===== config.mk =====
export PLATFORM = sky130hd
export DESIGN_NAME = alu_rr_arbiter
export DESIGN_NICKNAME = d
export VERILOG_FILES = /design/src/rtl/alu_rr_arbiter_pkg.sv /design/src/rtl/alu_rr_arbiter_rr_pick2.sv /design/src/rtl/alu_rr_arbiter.sv
export SDC_FILE = /design/constraint.sdc
export NUM_CORES = 1
export LEC_CHECK = 0
export ABC_AREA = 1
export BUFFER_PORTS_ARGS = -buffer_cell sky130_fd_sc_hd__buf_2
export CORE_MARGIN = 2
export CORE_UTILIZATION = 40
export DETAILED_ROUTE_END_ITERATION = 6
export MAX_ROUTING_LAYER = met4
export PLACE_DENSITY_LB_ADDON = 0.05
export SYNTH_ARGS = -nofsm -noshare
export SYNTH_HDL_FRONTEND = slang
export SYNTH_HIERARCHICAL = 1
export SYNTH_SLANG_ARGS = --single-unit

===== constraint.sdc =====
create_clock -name clk -period 5.1 [get_ports clk]
set_input_delay 0.51 -clock clk [delete_from_list [all_inputs] [get_ports clk]]
set_output_delay 0.51 -clock clk [all_outputs]
set_load 0.05 [all_outputs]

===== src/rtl/alu_rr_arbiter_pkg.sv =====
// Shared definitions for the ALU and its round-robin arbiter:
// word/opcode widths, opcode encoding and response slot states.
package alu_rr_arbiter_pkg;

  localparam int WORD_W = 16;
  localparam int OP_W   = 5;

  // Opcode encoding shared with the external ALU.
  typedef enum logic [OP_W-1:0] {
    OP_ADD  = 5'd0,
    OP_INVF = 5'd1,
    OP_ADDF = 5'd2,
    OP_MULF = 5'd3,
    OP_AND  = 5'd4,
    OP_OR   = 5'd5,
    OP_XOR  = 5'd6,
    OP_ANY  = 5'd7,
    OP_DUP  = 5'd8,
    OP_SHR  = 5'd9,
    OP_F2I  = 5'd10,
    OP_I2F  = 5'd11
  } alu_op_e;

  // One-entry response register occupancy.
  typedef enum logic {
    SLOT_EMPTY = 1'b0,
    SLOT_FULL  = 1'b1
  } slot_e;

endpackage


===== src/rtl/alu_rr_arbiter_rr_pick2.sv =====
// Combinational 2-way round-robin picker.
// Ports: enable, valid0/valid1, last_gnt in; grant_valid, grant_id out.
module rr_pick2 (
  input  logic enable,
  input  logic valid0,
  input  logic valid1,
  input  logic last_gnt,
  output logic grant_valid,
  output logic grant_id
);

  always_comb begin
    grant_valid = 1'b0;
    grant_id    = 1'b0;
    if (enable) begin
      unique case ({valid1, valid0})
        2'b01: begin
          grant_valid = 1'b1;
          grant_id    = 1'b0;
        end
        2'b10: begin
          grant_valid = 1'b1;
          grant_id    = 1'b1;
        end
        2'b11: begin
          // Tie: the one not served last time wins.
          grant_valid = 1'b1;
          grant_id    = ~last_gnt;
        end
        default: begin
          grant_valid = 1'b0;
          grant_id    = 1'b0;
        end
      endcase
    end
  end

endmodule


===== src/rtl/alu_rr_arbiter.sv =====
// Round-robin share of one combinational ALU between two requesters.
// Ports: req0/req1 valid/ready + op/a/b, ALU drive and result,
// tagged response valid/ready/id/result, saturating grant counters.
module alu_rr_arbiter
  import alu_rr_arbiter_pkg::*;
#(
  parameter int WIDTH = WORD_W,
  parameter int OPW   = OP_W,
  parameter int CNTW  = 16
) (
  input  logic             clk,
  input  logic             reset,
  input  logic             req0_valid,
  output logic             req0_ready,
  input  logic [OPW-1:0]   req0_op,
  input  logic [WIDTH-1:0] req0_a,
  input  logic [WIDTH-1:0] req0_b,
  input  logic             req1_valid,
  output logic             req1_ready,
  input  logic [OPW-1:0]   req1_op,
  input  logic [WIDTH-1:0] req1_a,
  input  logic [WIDTH-1:0] req1_b,
  output logic [OPW-1:0]   alu_op,
  output logic [WIDTH-1:0] alu_in1,
  output logic [WIDTH-1:0] alu_in2,
  input  logic [WIDTH-1:0] alu_result,
  output logic             rsp_valid,
  input  logic             rsp_ready,
  output logic             rsp_id,
  output logic [WIDTH-1:0] rsp_result,
  output logic [CNTW-1:0]  gnt_cnt0,
  output logic [CNTW-1:0]  gnt_cnt1
);

  localparam logic [CNTW-1:0] CNT_ONE = 1;

  slot_e            state;
  slot_e            state_nxt;
  logic             slot_free;
  logic             pick_en;
  logic             gnt_valid;
  logic             gnt_id;
  logic             gnt0;
  logic             gnt1;
  logic             last_gnt;
  logic             id_q;
  logic [WIDTH-1:0] res_q;
  logic [CNTW-1:0]  cnt0_q;
  logic [CNTW-1:0]  cnt1_q;

  // A drain and a capture may share one edge.
  assign slot_free = (state == SLOT_EMPTY) | rsp_ready;
  // Reset blocks acceptance in the reset cycle itself.
  assign pick_en   = slot_free & ~reset;

  rr_pick2 u_pick (
    .enable      (pick_en),
    .valid0      (req0_valid),
    .valid1      (req1_valid),
    .last_gnt    (last_gnt),
    .grant_valid (gnt_valid),
    .grant_id    (gnt_id)
  );

  assign gnt0       = gnt_valid & ~gnt_id;
  assign gnt1       = gnt_valid & gnt_id;
  assign req0_ready = gnt0;
  assign req1_ready = gnt1;

  // ALU drive: idle cycles present add 0+0.
  always_comb begin
    alu_op  = '0;
    alu_in1 = '0;
    alu_in2 = '0;
    unique case (1'b1)
      gnt0: begin
        alu_op  = req0_op;
        alu_in1 = req0_a;
        alu_in2 = req0_b;
      end
      gnt1: begin
        alu_op  = req1_op;
        alu_in1 = req1_a;
        alu_in2 = req1_b;
      end
      default: begin
        alu_op  = '0;
        alu_in1 = '0;
        alu_in2 = '0;
      end
    endcase
  end

  always_ff @(posedge clk) begin
    if (reset) begin
      state <= SLOT_EMPTY;
    end else begin
      state <= state_nxt;
    end
  end

  always_comb begin
    state_nxt = state;
    if (gnt_valid) begin
      state_nxt = SLOT_FULL;
    end else if (state == SLOT_FULL && rsp_ready) begin
      state_nxt = SLOT_EMPTY;
    end
  end

  always_comb begin
    rsp_valid = (state == SLOT_FULL);
  end

  always_ff @(posedge clk) begin
    if (reset) begin
      res_q    <= '0;
      id_q     <= 1'b0;
      last_gnt <= 1'b1;
    end else if (gnt_valid) begin
      res_q    <= alu_result;
      id_q     <= gnt_id;
      last_gnt <= gnt_id;
    end
  end

  always_ff @(posedge clk) begin
    if (reset) begin
      cnt0_q <= '0;
      cnt1_q <= '0;
    end else begin
      if (gnt0 && !(&cnt0_q)) begin
        cnt0_q <= cnt0_q + CNT_ONE;
      end
      if (gnt1 && !(&cnt1_q)) begin
        cnt1_q <= cnt1_q + CNT_ONE;
      end
    end
  end

  assign rsp_id     = id_q;
  assign rsp_result = res_q;
  assign gnt_cnt0   = cnt0_q;
  assign gnt_cnt1   = cnt1_q;

endmodule


Word-level counts from Yosys, hierarchy flattened:

Index checks and enable logic that the tools add are counted.

* output and inout port bits: 89
* word-level logic and storage cells: 37
* flip-flop bits (word level): 51
* memories kept: 0
* RAM bits: 0
* latch bits: 0
* memory bits (read-only): 0

* div/mod/pow operators: 0
* multiply operators: 0
* reductions and logical operators: 9
* bitwise operators: 8
* add/sub/neg operators: 2
* shifts and indexed selects: 0
* magnitude comparators: 0
* muxes and demuxes: 9
* equality and inequality tests: 3

Operator list (count)
* 16-bit case mux with 2 select lines: 2
* 16-bit by 1-bit adder with 16-bit output, second input constant: 2
* 16-bit AND reduction: 2
* 5-bit case mux with 2 select lines: 1
* 1-bit 2-to-1 mux: 5
* 2-bit equality test, second input constant: 2
* 1-bit NOT: 4
* 1-bit AND: 3
* 1-bit logical AND: 3
* 3-bit OR reduction: 1
* 2-bit by 1-bit equality test with 1-bit output, second input constant: 1
* 1-bit logical NOT: 2
* 1-bit case mux with 2 select lines: 1
* 2-bit nonzero test: 1
* 1-bit OR: 1

Logic depth before layout (Yosys ltp):

* depth after elaboration: 7
* depth in mapped cells: 14
* gate-level depth less buffers: 12

Cells and area by module:

The synthesis kept the hierarchy.

By module, submodules not included
* alu_rr_arbiter: cells an instance 421, area each 2935.3 µm², times used 1
* rr_pick2: cells an instance 6, area each 22.5 µm², times used 1

Worst setup path before layout:

OpenSTA, ideal clock, no wires.

* path type: reg2out
* start point: register state (netlist: rsp_valid)
* end point: output port alu_in1[10]
* cell stages (with the launch flop): 8
* data arrival time: 2.243 ns
* path slack: 2.347 ns
* path buffers: 1
* cells stage by stage: dfxtp_1 a21oi_1 nand2_1 nor2_1 nand2_4 inv_2 buf_2 a22o_1

* elaborated cells on any way between the ends: 9
* classes of those cells: mux (3); bitwise (6)

RTL lines
* from (decl): RTL line alu_rr_arbiter.sv:37 `slot_e state;`
* from (signal assigned): RTL line alu_rr_arbiter.sv:98 `state <= state_nxt;`
* 1-bit NOT: RTL line alu_rr_arbiter.sv:52 `assign slot_free = (state == SLOT_EMPTY) | rsp_ready;`
* 1-bit OR: RTL line alu_rr_arbiter.sv:52
* 1-bit AND: RTL line alu_rr_arbiter.sv:54 `assign pick_en = slot_free & ~reset;`
* via pick_en: RTL line alu_rr_arbiter.sv:40 `logic pick_en;`
* 1-bit 2-to-1 mux: RTL line alu_rr_arbiter_rr_pick2.sv:15 `if (enable) begin`
* via gnt_id: RTL line alu_rr_arbiter.sv:42 `logic gnt_id;`
* 1-bit AND: RTL line alu_rr_arbiter.sv:66 `assign gnt1 = gnt_valid & gnt_id;`
* via req1_ready: RTL line alu_rr_arbiter.sv:19 `output logic req1_ready,`
* 16-bit case mux with 2 select lines: RTL line alu_rr_arbiter.sv:75 `unique case (1'b1)`
* to (decl): RTL line alu_rr_arbiter.sv:24 `output logic [WIDTH-1:0] alu_in1,`

The timed path passes the listed nets, and every way through them passes these cells.

Worst setup path after layout:

* start point: register state (netlist: rsp_valid)
* end point: output port alu_in2[13]

* elaborated cells on any way between the ends: 9
* classes of those cells: mux (3); bitwise (6)

RTL lines
* 1-bit NOT (*): RTL line alu_rr_arbiter.sv:52
* 1-bit OR (*): RTL line alu_rr_arbiter.sv:52
* 1-bit AND (*): RTL line alu_rr_arbiter.sv:54
* via pick_en: RTL line alu_rr_arbiter.sv:40
* 1-bit 2-to-1 mux (*): RTL line alu_rr_arbiter_rr_pick2.sv:15
* via gnt_valid: RTL line alu_rr_arbiter.sv:41 `logic gnt_valid;`
* 1-bit AND, on equally long branches: RTL line alu_rr_arbiter.sv:66, alu_rr_arbiter.sv:65
* 16-bit case mux with 2 select lines (*): RTL line alu_rr_arbiter.sv:75
* to (decl): RTL line alu_rr_arbiter.sv:25 `output logic [WIDTH-1:0] alu_in2,`

The timed path passes the listed nets; every way through them passes the cells marked *.

==> flow_summary.html <==
<table>
<tr><th>Metric</th><th>Value</th></tr>
<tr><th colspan="2">Setup path</th></tr>
<tr><td>Launching point of the worst reg2reg path</td><td>rsp_valid</td></tr>
<tr><td>Endpoint of the most critical setup path</td><td>alu_in2[13]</td></tr>
<tr><td>CP Buf/Inv Count</td><td>2</td></tr>
<tr><td>Worst path cell trace</td><td>a21oi_1 -&gt; nand2_1 -&gt; nand2_1 -&gt; inv_4 -&gt; nor2_8 -&gt; a22o_1 -&gt; buf_2</td></tr>
<tr><td>Crit end category</td><td>primary output</td></tr>
<tr><td>Slowest CP cell</td><td>sky130_fd_sc_hd__nor2_8</td></tr>
<tr><td>Maximum fanout along the worst path</td><td>47</td></tr>
<tr><td>Reg-to-reg slack, setup</td><td>2.54 ns</td></tr>
<tr><td>CP peak stage delay</td><td>0.55 ns</td></tr>
<tr><td>Worst reg2reg endpoint</td><td>gnt_cnt0[10]</td></tr>
<tr><td>Largest delay share family, worst path</td><td>simple AND/OR/NAND/NOR gates</td></tr>
<tr><td>Cell count of the worst reg-to-reg path</td><td>10</td></tr>
<tr><td>Critical path data required time</td><td>4.59 ns</td></tr>
<tr><td>Start point of the critical path</td><td>rsp_valid</td></tr>
<tr><td>CP Launch Type</td><td>register</td></tr>
<tr><td>Critical Path AT</td><td>2.75 ns</td></tr>
<tr><td>Instance count on the critical path</td><td>7</td></tr>
<tr><td>Crit-path most repeated cell</td><td>sky130_fd_sc_hd__nand2_1</td></tr>
<tr><td>Worst setup path class</td><td>reg2out</td></tr>
<tr><th colspan="2">Place</th></tr>
<tr><td>Count of buffers inserted at the top-level ports</td><td>183</td></tr>
<tr><td>Gpl congestion</td><td>0.841</td></tr>
<tr><td>DP Wirelength</td><td>6.54 mm</td></tr>
<tr><td>Area after detailed placement</td><td>3880 sq um</td></tr>
<tr><th colspan="2">Synthesis</th></tr>
<tr><td>Number of warnings printed during yosys synthesis</td><td>6</td></tr>
<tr><td>Mapped Avg Cell Area</td><td>6.93 sq um</td></tr>
<tr><td>Post-synth ARST share</td><td>0</td></tr>
<tr><td>Post-synth EDFFs</td><td>0</td></tr>
<tr><td>Top cells by area in the synthesized netlist</td><td>sky130_fd_sc_hd__dfxtp_1 (35%), sky130_fd_sc_hd__nor2_1 (14%), sky130_fd_sc_hd__nand2_1 (11%)</td></tr>
<tr><td>Netlist area before placement</td><td>2960 sq um</td></tr>
<tr><td>Number of flip-flops and latches in the synthesized netlist</td><td>51</td></tr>
<tr><td>Sequential area share after synthesis</td><td>0.345</td></tr>
<tr><td>Cell taking the most area after synthesis</td><td>sky130_fd_sc_hd__dfxtp_1</td></tr>
<tr><td>Leading cell type by number of instances after synthesis</td><td>sky130_fd_sc_hd__nor2_1</td></tr>
<tr><td>Most instantiated cells after synthesis</td><td>sky130_fd_sc_hd__nor2_1 (110), sky130_fd_sc_hd__nand2_1 (87), sky130_fd_sc_hd__dfxtp_1 (51)</td></tr>
<tr><td>Proportion of netlist area held by the largest area contributor</td><td>0.345</td></tr>
<tr><td>Post-synthesis cell count</td><td>427</td></tr>
<tr><td>Commonest register cell after synthesis</td><td>sky130_fd_sc_hd__dfxtp_1</td></tr>
<tr><td>Post-synthesis net count</td><td>524</td></tr>
<tr><td>Number of distinct library cells after synthesis</td><td>26</td></tr>
<tr><th colspan="2">Final layout</th></tr>
<tr><td>Summed area of non-filler cells in the final layout</td><td>4000 sq um</td></tr>
<tr><td>Layout overhead on the synthesized area</td><td>35.2%</td></tr>
<tr><td># fillers</td><td>750</td></tr>
<tr><td>Number of inserted diodes</td><td>0</td></tr>
<tr><td>Final nets</td><td>695</td></tr>
<tr><td>Layout cell share with drive strength beyond 1</td><td>0.371</td></tr>
<tr><th colspan="2">Timing</th></tr>
<tr><td>Post-route minimum period</td><td>3.26 ns</td></tr>
<tr><td>Final setup TNS</td><td>0 ns</td></tr>
<tr><td>Max Slew Vio Count</td><td>0</td></tr>
<tr><td>Worst Max-Slew Pin Slew</td><td>0.807 ns</td></tr>
<tr><td>Worst setup skew after layout</td><td>0.00887 ns</td></tr>
<tr><td>Remaining max-slew budget at the tightest pin</td><td>0.461</td></tr>
<tr><td>Tightest hold margin</td><td>0.393 ns</td></tr>
<tr><td>RSZ-0062 raised after global routing</td><td>false</td></tr>
<tr><td>Total setup violations reported at the end of the flow</td><td>0</td></tr>
<tr><td>Crit share post-route</td><td>0.638</td></tr>
<tr><td>Max Clock Freq</td><td>0.307 GHz</td></tr>
<tr><td>Final hold violation count</td><td>0</td></tr>
<tr><th colspan="2">Detailed routing</th></tr>
<tr><td>Via count of the routed design</td><td>3383</td></tr>
<tr><td>Remaining routing DRC violations</td><td>0</td></tr>
<tr><td>Via count normalized by instance count</td><td>4.85</td></tr>
<tr><td>Total wire length</td><td>8.57 mm</td></tr>
<tr><td>Routed wire per std cell</td><td>12.3 um</td></tr>
<tr><td>Violation count after the first detailed-routing iteration</td><td>111</td></tr>
<tr><td>TritonRoute pass-1 iters</td><td>4</td></tr>
<tr><td>Remaining number of nets flagged by the antenna check after routing</td><td>0</td></tr>
<tr><th colspan="2">Pwr</th></tr>
<tr><td>Power spent charging and discharging nets</td><td>0.370 mW</td></tr>
<tr><td>Switching fraction of total power</td><td>0.360</td></tr>
<tr><td>Power density cells</td><td>257 nW/um^2</td></tr>
<tr><td>Cell-internal power</td><td>0.659 mW</td></tr>
<tr><td>Clock network power share</td><td>0.283</td></tr>
<tr><td>Peak supply drop</td><td>0.166 mV</td></tr>
<tr><td>Fraction of power consumed by sequential logic</td><td>0.412</td></tr>
<tr><td>LEAKAGE</td><td>2.04 nW</td></tr>
<tr><td>Gate power share</td><td>0.304</td></tr>
<tr><th colspan="2">Clocking</th></tr>
<tr><td>Root buf cell</td><td>sky130_fd_sc_hd__clkbuf_8</td></tr>
<tr><td>Clock tree buffer depth</td><td>2</td></tr>
<tr><td>Clock Latency Late Sink</td><td>0.30 ns</td></tr>
<tr><td>Number of post-CTS setup repair buffers</td><td>0</td></tr>
<tr><td>Number of buffers created by CTS</td><td>5</td></tr>
<tr><td>Number of sinks driven by the clock tree</td><td>51</td></tr>
<tr><td>Clock transition at the register clock pins on the worst setup and hold paths after CTS</td><td>0.09 ns</td></tr>
<tr><td>TritonCTS clock tree</td><td>done</td></tr>
<tr><td>Post-CTS sizing</td><td>0</td></tr>
<tr><td>Post-CTS Hold Fix Bufs</td><td>0</td></tr>
<tr><td>CTS H-tree depth</td><td>2</td></tr>
<tr><th colspan="2">GRT</th></tr>
<tr><td>Overall track demand over capacity in global routing</td><td>0.216</td></tr>
<tr><td>Wire length of the first global-routing pass</td><td>14.4 mm</td></tr>
<tr><td>Largest net degree at the start of global routing</td><td>51</td></tr>
<tr><td>Antenna violations before repair</td><td>0</td></tr>
<tr><td>Overflow left after global routing</td><td>0</td></tr>
<tr><td>Vias in the first global route</td><td>3162</td></tr>
<tr><th colspan="2">Floorplan</th></tr>
<tr><td>Die Ht</td><td>90.0 um</td></tr>
<tr><td>Initial standard-cell utilization of the core</td><td>0.410</td></tr>
<tr><td>I/O pin count</td><td>184</td></tr>
<tr><td>Horizontal extent of the die</td><td>90.0 um</td></tr>
<tr><td>Placeable core region</td><td>7210 sq um</td></tr>
<tr><td>Floorplan row count</td><td>31</td></tr>
<tr><td>Die Outline Area</td><td>8100 sq um</td></tr>
<tr><th colspan="2">Min path</th></tr>
<tr><td>Kind of path behind the tightest hold check</td><td>in2reg</td></tr>
<tr><th colspan="2">Flow run</th></tr>
<tr><td>Max capacitance violation total</td><td>0</td></tr>
<tr><th colspan="2">Run status</th></tr>
<tr><td>Outcome</td><td>finished, final reports clean</td></tr>
</table>
metrics by stage:
stage / total power, mW / instances / utilization / setup WS, ns
2_1_floorplan: 0.664 / 427 / - / 2.35
6_report: 1.03 / 698 / 0.554 / 1.84
4_1_cts: 1.04 / 698 / 0.554 / 1.88
3_5_place_dp: 0.746 / 690 / 0.538 / 1.92
3_3_place_gp: 0.743 / 690 / 0.538 / 1.96
5_1_grt: 1.07 / 698 / 0.554 / 1.64
kinds of logic after synthesis:
group | synth area share
AO/OA/AOI/OAI | 0.181
adder cells (fa/ha/maj) | 0.00846
buffers and inverters | 0.0706
flip-flops | 0.345
AND/OR/NAND/NOR | 0.395
state kept, by name (all words and copies together) (netlist names):
| signal | cells |
|---|---|
| last_gnt | 1 |
| rsp_id | 1 |
| gnt_cnt1 | 16 |
| rsp_result | 16 |
| rsp_valid | 1 |
| gnt_cnt0 | 16 |
power groups by stage:
stage | clock (mW) | combinational (mW) | sequential (mW)
floorplan | 0 | 0.178 | 0.486
global placement | 0 | 0.311 | 0.432
detailed placement | 0 | 0.313 | 0.433
CTS | 0.303 | 0.314 | 0.424
global route | 0.317 | 0.332 | 0.427
finish | 0.291 | 0.313 | 0.424
cell usage in the layout, fill, tap and decap left out, types with 3 or more instances in the layout:
cell,n
sky130_fd_sc_hd__o21ai_0,19
sky130_fd_sc_hd__dfxtp_1,51
sky130_fd_sc_hd__nand3_1,28
sky130_fd_sc_hd__buf_2,183
sky130_fd_sc_hd__nand2_1,87
sky130_fd_sc_hd__clkbuf_8,6
sky130_fd_sc_hd__nand3_2,3
sky130_fd_sc_hd__nor2_2,10
sky130_fd_sc_hd__nor2_1,110
sky130_fd_sc_hd__nor2_4,6
sky130_fd_sc_hd__a21oi_1,23
sky130_fd_sc_hd__inv_1,18
sky130_fd_sc_hd__a22o_1,37
area by class of cell:
cell class | instances | area, sq um | area share
Multi-Input combinational cell | 335 | 1730 | 0.432
Sequential cell | 51 | 1020 | 0.255
Timing Repair Buffer | 184 | 923 | 0.231
Tap cell | 99 | 124 | 0.0310
Inverter | 21 | 83.8 | 0.0210
Clock buffer | 6 | 82.6 | 0.0207
Clock inverter | 2 | 35.0 | 0.00876
how the worst min path moves through the flow:
stage               cells past startpoint  slack [ns]   endpoint  startpoint
CTS                                     2        0.38  rsp_valid       reset
global route                            2        0.38  rsp_valid       reset
finish                                  2        0.39  rsp_valid       reset
global placement                        2        0.46  rsp_valid   rsp_valid
floorplan                               2        0.43   last_gnt    last_gnt
detailed placement                      2        0.47   last_gnt    last_gnt
per-layer routing:
| metal | vias to the layer above | GRT usage | wire [um] |
|---|---|---|---|
| met3 | 15 | 0.0360 | 475 |
| met5 | - | - | 0 |
| met4 | 0 | 0.0577 | 131 |
| met1 | 1503 | 0.267 | 3890 |
| met2 | 115 | 0.369 | 4070 |
| li1 | 1750 | - | - |
No activity file was read; power rests on OpenSTA's default activity.
